==> src/rtl/store_merge_unit.sv <==
// Purpose: narrows SB/SH/SW stores into a 32-bit word RAM without byte enables (read-modify-write for SB/SH).
// Latency: word store writes 1 cycle after accept; byte/half reads at +1 and writes at +3; rejection flags err at +1.
// Backpressure: req_ready is high only in IDLE with reset released; one store in flight, and a held request waits.
//
// Ports:
//   clk, rst          rising-edge clock, asynchronous active-high reset
//   req_valid/ready   store handshake; req_addr (byte address), req_data (right-justified), req_size
//                     (00 byte, 01 half, 10 word, 11 reserved)
//   mem_addr          word-aligned RAM address, held from accept through the write
//   mem_rd/mem_rdata  read strobe, with read data returned by synchronous RAM one cycle later
//   mem_wr/mem_wdata  one-cycle write strobe and write data
//   done / err        one-cycle pulses: store committed / request rejected
module store_merge_unit #(
    parameter int ADDR_W = 32
) (
    input  logic              clk,
    input  logic              rst,
    input  logic              req_valid,
    output logic              req_ready,
    input  logic [ADDR_W-1:0] req_addr,
    input  logic [31:0]       req_data,
    input  logic [1:0]        req_size,
    output logic [ADDR_W-1:0] mem_addr,
    output logic              mem_rd,
    input  logic [31:0]       mem_rdata,
    output logic              mem_wr,
    output logic [31:0]       mem_wdata,
    output logic              done,
    output logic              err
);

    localparam logic [2:0] S_IDLE  = 3'd0;
    localparam logic [2:0] S_READ  = 3'd1;
    localparam logic [2:0] S_WAIT  = 3'd2;
    localparam logic [2:0] S_WRITE = 3'd3;
    localparam logic [2:0] S_ERR   = 3'd4;

    localparam logic [1:0] SZ_BYTE = 2'b00;
    localparam logic [1:0] SZ_HALF = 2'b01;
    localparam logic [1:0] SZ_WORD = 2'b10;
    localparam logic [1:0] SZ_RSVD = 2'b11;

    logic [2:0]        state_q, state_d;
    logic [ADDR_W-1:0] addr_q, addr_d;
    // Only the low half of the store data is ever merged; word data goes straight into wbuf.
    logic [15:0]       data_q, data_d;
    logic [1:0]        size_q, size_d;
    logic [31:0]       wbuf_q, wbuf_d;

    logic              req_bad;
    logic [31:0]       merged;

    assign req_bad = (req_size == SZ_RSVD)
                  || ((req_size == SZ_HALF) && req_addr[0])
                  || ((req_size == SZ_WORD) && (req_addr[1:0] != 2'b00));

    // Little-endian lane replacement over the word just read back.
    always_comb begin
        merged = mem_rdata;
        if (size_q == SZ_BYTE) begin
            case (addr_q[1:0])
                2'd0:    merged[7:0]   = data_q[7:0];
                2'd1:    merged[15:8]  = data_q[7:0];
                2'd2:    merged[23:16] = data_q[7:0];
                default: merged[31:24] = data_q[7:0];
            endcase
        end else begin
            if (addr_q[1]) merged[31:16] = data_q;
            else           merged[15:0]  = data_q;
        end
    end

    always_comb begin
        state_d = state_q;
        addr_d  = addr_q;
        data_d  = data_q;
        size_d  = size_q;
        wbuf_d  = wbuf_q;
        case (state_q)
            S_IDLE: begin
                if (req_valid) begin
                    addr_d = req_addr;
                    data_d = req_data[15:0];
                    size_d = req_size;
                    if (req_bad) begin
                        state_d = S_ERR;
                    end else if (req_size == SZ_WORD) begin
                        wbuf_d  = req_data;
                        state_d = S_WRITE;
                    end else begin
                        state_d = S_READ;
                    end
                end
            end
            S_READ:  state_d = S_WAIT;
            S_WAIT: begin
                wbuf_d  = merged;
                state_d = S_WRITE;
            end
            S_WRITE: state_d = S_IDLE;
            S_ERR:   state_d = S_IDLE;
            default: state_d = S_IDLE;
        endcase
    end

    always_ff @(posedge clk or posedge rst) begin
        if (rst) begin
            state_q <= S_IDLE;
            addr_q  <= '0;
            data_q  <= '0;
            size_q  <= '0;
            wbuf_q  <= '0;
        end else begin
            state_q <= state_d;
            addr_q  <= addr_d;
            data_q  <= data_d;
            size_q  <= size_d;
            wbuf_q  <= wbuf_d;
        end
    end

    // Strobes are pure state decodes, so an async reset drops them immediately.
    assign req_ready = (state_q == S_IDLE) && !rst;
    assign mem_rd    = (state_q == S_READ);
    assign mem_wr    = (state_q == S_WRITE);
    assign done      = (state_q == S_WRITE);
    assign err       = (state_q == S_ERR);
    assign mem_addr  = {addr_q[ADDR_W-1:2], 2'b00};
    assign mem_wdata = wbuf_q;

endmodule

==> config.mk <==
export PLATFORM = sky130hd
export DESIGN_NAME = store_merge_unit
export DESIGN_NICKNAME = d
export VERILOG_FILES = /design/src/rtl/store_merge_unit.sv
export SDC_FILE = /design/constraint.sdc
export NUM_CORES = 1
export LEC_CHECK = 0
export CAP_MARGIN = 10
export CORE_ASPECT_RATIO = 2
export CORE_MARGIN = 2
export CORE_UTILIZATION = 47
export CTS_CLUSTER_DIAMETER = 200
export CTS_CLUSTER_SIZE = 12
export DETAILED_ROUTE_END_ITERATION = 8
export PLACE_DENSITY = 0.91
export SYNTH_ARGS = -nofsm -noshare
export SYNTH_HDL_FRONTEND = slang
export SYNTH_SLANG_ARGS = --single-unit
==> constraint.sdc <==
create_clock -name clk -period 4.6 [get_ports clk]
set_clock_uncertainty 0.2 [all_clocks]
set_input_delay 0.46 -clock clk [delete_from_list [all_inputs] [get_ports clk]]
set_output_delay 0.46 -clock clk [all_outputs]
set_load 0.1 [all_outputs]
==> flow_summary_export.csv, run 1 <==
group,metric,value,unit
status,status,"complete, no violations",
placed_design,gp_congestion,0.806,
clock_network,cts_setup_buffers,0,
global_route,grt_max_degree,58,
synthesis,avgSynthCellArea,11.8,µm²
drt,dr_wl_met2,6280,µm
synthesis,yosys.cell_types.count,35,
synthesis,yosysMostFrequentCell,"dfrtp_1",
drt,via_per_inst,5.63,
synthesis,ys_ff_latch,85,
critical_path,crit_path_max_fanout,10,
global_route,grt_usage,0.237,
clock_network,tritoncts,"done",
drt,ant_nets,0,
layout,syn_to_final_growth,43.2,%
drt,drt_iter0_drc,232,
critical_path,startpoint_type,"register",
global_route,antenna_found_initial,0,
synthesis,synth_mux_area_frac,0.189,
synthesis,synth_area_leader_cell,"dfrtp_1",
drt,wl_met1,4010,µm
critical_path,worstPathRequired,3940,ps
timing,tightest_slew,1040,ps
drt,top_layer,"met4",
timing,slew_viol_final,0,
layout,drive_gt1_frac,0.141,
drt,wire_per_inst,19.5,µm
timing,rsz0062_at_grt,"no",
layout,final_cells,583,
placed_design,io_buffer_count,167,
placed_design,hpwlAfterDp,8320,µm
layout,n_antenna_cell,0,
floorplanning,dieHeight,137,µm
synthesis,synth_area,4150,µm²
flow_run,maxCapViolations,0,
drt,first_pass_iters,5,
timing,final.min_clock_period,3030,ps
synthesis,ys_seq_area_frac,0.513,
global_route,grt_pass1_vias,3519,
critical_path,critPathKind,"reg2out",
clock_network,htreeDepth,3,
clock_network,clk-insertion-delay-late,330,ps
drt,via_count,3283,
synthesis,synth_top_cell_area_share,0.513,
timing,hold_viol,0,
floorplanning,die_w,70.4,µm
clock_network,numCtsBuffers,9,
synthesis,ys.flop_type,"dfrtp_1",
timing,finalSetupViolCount,0,
synthesis,synth_compound_area_frac,0.135,
clock_network,holdBufCountCts,0,
floorplanning,ios,170,
synthesis,synthTopCellsByCount,"dfrtp_1, mux2_2, buf_4, mux2i_1, inv_1",
layout,nets,579,
critical_path,worstPathArrival,2370,ps
critical_path,end_kind,"output port",
synthesis,synthXorXnorAreaFrac,0,
timing,final.setup.tns,0,ps
clock_network,clock_path_buffers,2,
synthesis,synth_top_family_by_area,"multiplexers",
floorplanning,start_util,0.483,
clock_network,cts_resized,0,
global_route,grt-ovfl-total,0,
global_route,grt_pass1_wl,17400,µm
layout,n_fill_cell,626,
hold_path,min_path_type,"reg2reg",
floorplanning,dieArea,9640,µm²
synthesis,synth_edf_count,0,
layout,final-seq-area,2130,µm²
timing,slew_headroom,0.306,
clock_network,clk_pin_slew,60,ps
synthesis,synthArstFlopShare,1.00,
layout,multiInputGateArea,1550,µm²
synthesis,synthTopCellsByArea,"dfrtp_1, mux2_2, mux2i_1",
synthesis,yosysWarningCount,0,
synthesis,syn_inst,352,
timing,max_freq,330,MHz
floorplanning,design.core.area,8590,µm²
timing,finalCritPeriodShare,0.659,
synthesis,synth-simple-area-share,0.0468,
drt,met3_wirelength,603,µm
synthesis,synth_fa_ha_area_frac,0,
placed_design,dp_cells,567,
clock_network,ctsRootBufferMaster,"clkbuf_16",
floorplanning,rows,48,
drt,drcViolationCount,0,
drt,routed_wl,11400,µm
clock_network,cts.sinks,85,
==> final timing paths <==
path / start / endpoint / slack [ps] / cells past startpoint
worst max-delay path: state_q[1] / req_ready / 1570 / 2
worst min-delay path: addr_q[19] / addr_q[19] / 300 / 1
worst max register to register: state_q[0] / mem_wdata[26] / 1910 / 4
worst min register to register: addr_q[19] / addr_q[19] / 300 / 1
max in group asynchronous: rst / addr_q[23] / 2800 / 3
min in group asynchronous: rst / addr_q[7] / 470 / 2
==> layer usage <==
layer | vias up | GRT usage
met5 | - | 0
met4 | 0 | 0.147
met3 | 36 | 0.0434
met2 | 150 | 0.426
met1 | 1603 | 0.251
li1 | 1494 | -
==> registers in the layout, indices dropped and copies added, names as in the netlist <==
signal,flops
size_q,2
addr_q,32
state_q,3
mem_wdata,32
data_q,16
==> through the flow <==
step	worst slack [ps]	cell area, µm²	util	hold slack (ps)
finish	1570	5940	0.691	305
global route	1520	5940	0.691	317
CTS	1570	5940	0.691	309
detailed placement	1490	5590	0.651	295
global placement	1600	5590	0.651	288
floorplan	513	4150	-	281
==> worst max-delay path, cell delays in order (launching register included) <==
cell and delay, ps:
dfrtp_1 510, nor4_1 320, clkdlybuf4s50_1 1210
==> layout by cell type (no fill, tap or decap), types with 2 or more instances in the layout <==
master | Yosys | routed
o21ai_0 | 15 | 15
a211oi_1 | 2 | 2
a222oi_1 | 16 | 16
mux2i_1 | 32 | 32
inv_1 | 26 | 25
nor3b_1 | 2 | 2
conb_1 | 1 | 2
clkinv_2 | 0 | 3
dfrtp_1 | 85 | 85
nor2_1 | 5 | 5
mux2_2 | 41 | 41
bufinv_16 | 0 | 3
o21ai_1 | 10 | 10
nand2_1 | 12 | 11
nor3_1 | 2 | 2
clkdlybuf4s50_1 | 0 | 167
buf_4 | 37 | 3
clkbuf_16 | 0 | 9
a32oi_1 | 16 | 16
a21oi_1 | 16 | 16
==> cell type report <==
type                            instances  area share
Inverter                               26      0.0166
Multi-Input combinational cell        186       0.260
Clock inverter                          6      0.0183
Clock buffer                           10      0.0402
Timing Repair Buffer                  170       0.285
Tap cell                              100      0.0211
Sequential cell                        85       0.358
==> kinds of logic after synthesis <==
group | Yosys count
compound gates | 79
buf+inv | 82
flops | 85
mux | 73
other cells | 1
simple gates | 32
Power of run 1 is not shown: default switching activity piles up to over one toggle a cycle in this logic, so the estimate is an artifact.
==> inputs of run 2 (changes only) <==
--- a/config.mk
+++ b/config.mk
@@ -8,11 +8,11 @@
 export CAP_MARGIN = 10
 export CORE_ASPECT_RATIO = 2
 export CORE_MARGIN = 2
-export CORE_UTILIZATION = 47
+export CORE_UTILIZATION = 43
 export CTS_CLUSTER_DIAMETER = 200
 export CTS_CLUSTER_SIZE = 12
 export DETAILED_ROUTE_END_ITERATION = 8
-export PLACE_DENSITY = 0.91
+export PLACE_DENSITY = 0.84
 export SYNTH_ARGS = -nofsm -noshare
 export SYNTH_HDL_FRONTEND = slang
 export SYNTH_SLANG_ARGS = --single-unit
==> constraint.sdc (replaced) <==
create_clock -name clk -period 3.09 [get_ports clk]
set_clock_uncertainty 0.2 [all_clocks]
set_input_delay 0.309 -clock clk [delete_from_list [all_inputs] [get_ports clk]]
set_output_delay 0.309 -clock clk [all_outputs]
set_load 0.1 [all_outputs]
==> run 2 against run 1 <==
Effect of this change:
- highest routed layer unchanged
- critical path depth increased by 2
- largest cell class unchanged
- first-iteration DRC count increased by 77%
- hold slack got worse by 78 ps
- non-clock buffer count increased by 5
==> flow_summary_export.csv, run 2 (synthesis results as in run 1) <==
group,metric,value,unit
drt,via_per_inst,5.54,
clock_network,clk-insertion-delay-late,330,ps
timing,finalSetupViolCount,0,
floorplanning,dieHeight,143,µm
drt,drcViolationCount,0,
clock_network,holdBufCountCts,0,
drt,first_pass_iters,7,
layout,final_cell_mix,"clkdlybuf4s50_1, dfrtp_1, buf_4",
clock_network,cts.sinks,85,
timing,slew_headroom,0.542,
layout,final_common_cell,"clkdlybuf4s50_1",
drt,drt_iter0_drc,410,
layout,nets,584,
global_route,grt_pass1_vias,3356,
global_route,grt_pass1_wl,16900,µm
clock_network,numCtsBuffers,9,
critical_path,startpoint_type,"register",
timing,slew_viol_final,0,
floorplanning,ios,170,
timing,final.min_clock_period,2370,ps
placed_design,gp_congestion,0.818,
layout,n_antenna_cell,0,
status,status,"complete, no violations",
layout,drive_gt1_frac,0.287,
critical_path,worstPathRequired,3060,ps
placed_design,hpwlAfterDp,8390,µm
clock_network,clock_path_buffers,2,
layout,design_area,5790,µm²
critical_path,worstPathArrival,2340,ps
global_route,grt-ovfl-total,0,
clock_network,clk_pin_slew,60,ps
clock_network,htreeDepth,3,
drt,routed_wl,11200,µm
drt,via_count,3281,
critical_path,critPathKind,"reg2reg",
clock_network,cts_setup_buffers,0,
flow_run,maxCapViolations,0,
hold_path,min_path_type,"in2async",
drt,ant_nets,0,
layout,syn_to_final_growth,39.7,%
timing,finalCritPeriodShare,0.767,
floorplanning,die_w,73.4,µm
placed_design,placed_cell_area,5470,µm²
timing,tightest_slew,685,ps
timing,max_freq,422,MHz
floorplanning,start_util,0.442,
timing,rsz0062_at_grt,"no",
timing,final.setup.tns,0,ps
clock_network,cts_resized,0,
drt,wire_per_inst,18.9,µm
global_route,grt_usage,0.212,
layout,fin_util,0.617,
floorplanning,dieArea,10500,µm²
clock_network,tritoncts,"done",
floorplanning,rows,50,
global_route,antenna_found_initial,0,
critical_path,end_kind,"register",
timing,holdWs,227,ps
placed_design,io_buffer_count,167,
critical_path,crit_path_max_fanout,20,
floorplanning,design.core.area,9380,µm²
timing,hold_viol,0,
global_route,grt_max_degree,38,
clock_network,ctsRootBufferMaster,"clkbuf_16",
[run 2: final timing paths]
path	to	depth (start not counted)	from	slack (ps)
hold reg to reg	addr_q[14]	1	addr_q[14]	310
setup reg to reg	mem_wdata[25]	4	state_q[0]	720
setup / recovery	mem_wdata[25]	4	state_q[0]	720
min in group clk	addr_q[14]	1	addr_q[14]	310
max in group asynchronous	mem_wdata[1]	3	rst	1640
hold / removal	addr_q[10]	2	rst	230
[run 2: cell type report]
cell class / count / area (µm²)
clock buffers: 9 / 225
clock inverters: 7 / 98.8
fillers: 780 / 3590
inverters: 26 / 98.8
multi-input cells: 186 / 1550
flip-flops and latches: 85 / 2130
well taps: 104 / 130
repair buffers: 175 / 1560
[run 2: critical path, stage by stage, from the launching register on]
cell and delay (ps):
dfrtp_1 500, nor2_4 200, nand2_1 420, nor2_1 650, a222oi_1 240
[run 2: stage by stage]
step,cells,setup WS (ps)
6_report,592,720
2_1_floorplan,353,-157
3_3_place_gp,576,709
3_5_place_dp,576,612
4_1_cts,592,740
5_1_grt,592,533
[run 2: per-layer routing]
layer	part of all wire	global-route usage
met5	0	0
met4	0.033	0.0967
met3	0.059	0.0381
met2	0.57	0.381
met1	0.33	0.234
Power of run 2 is left out for the same reason.
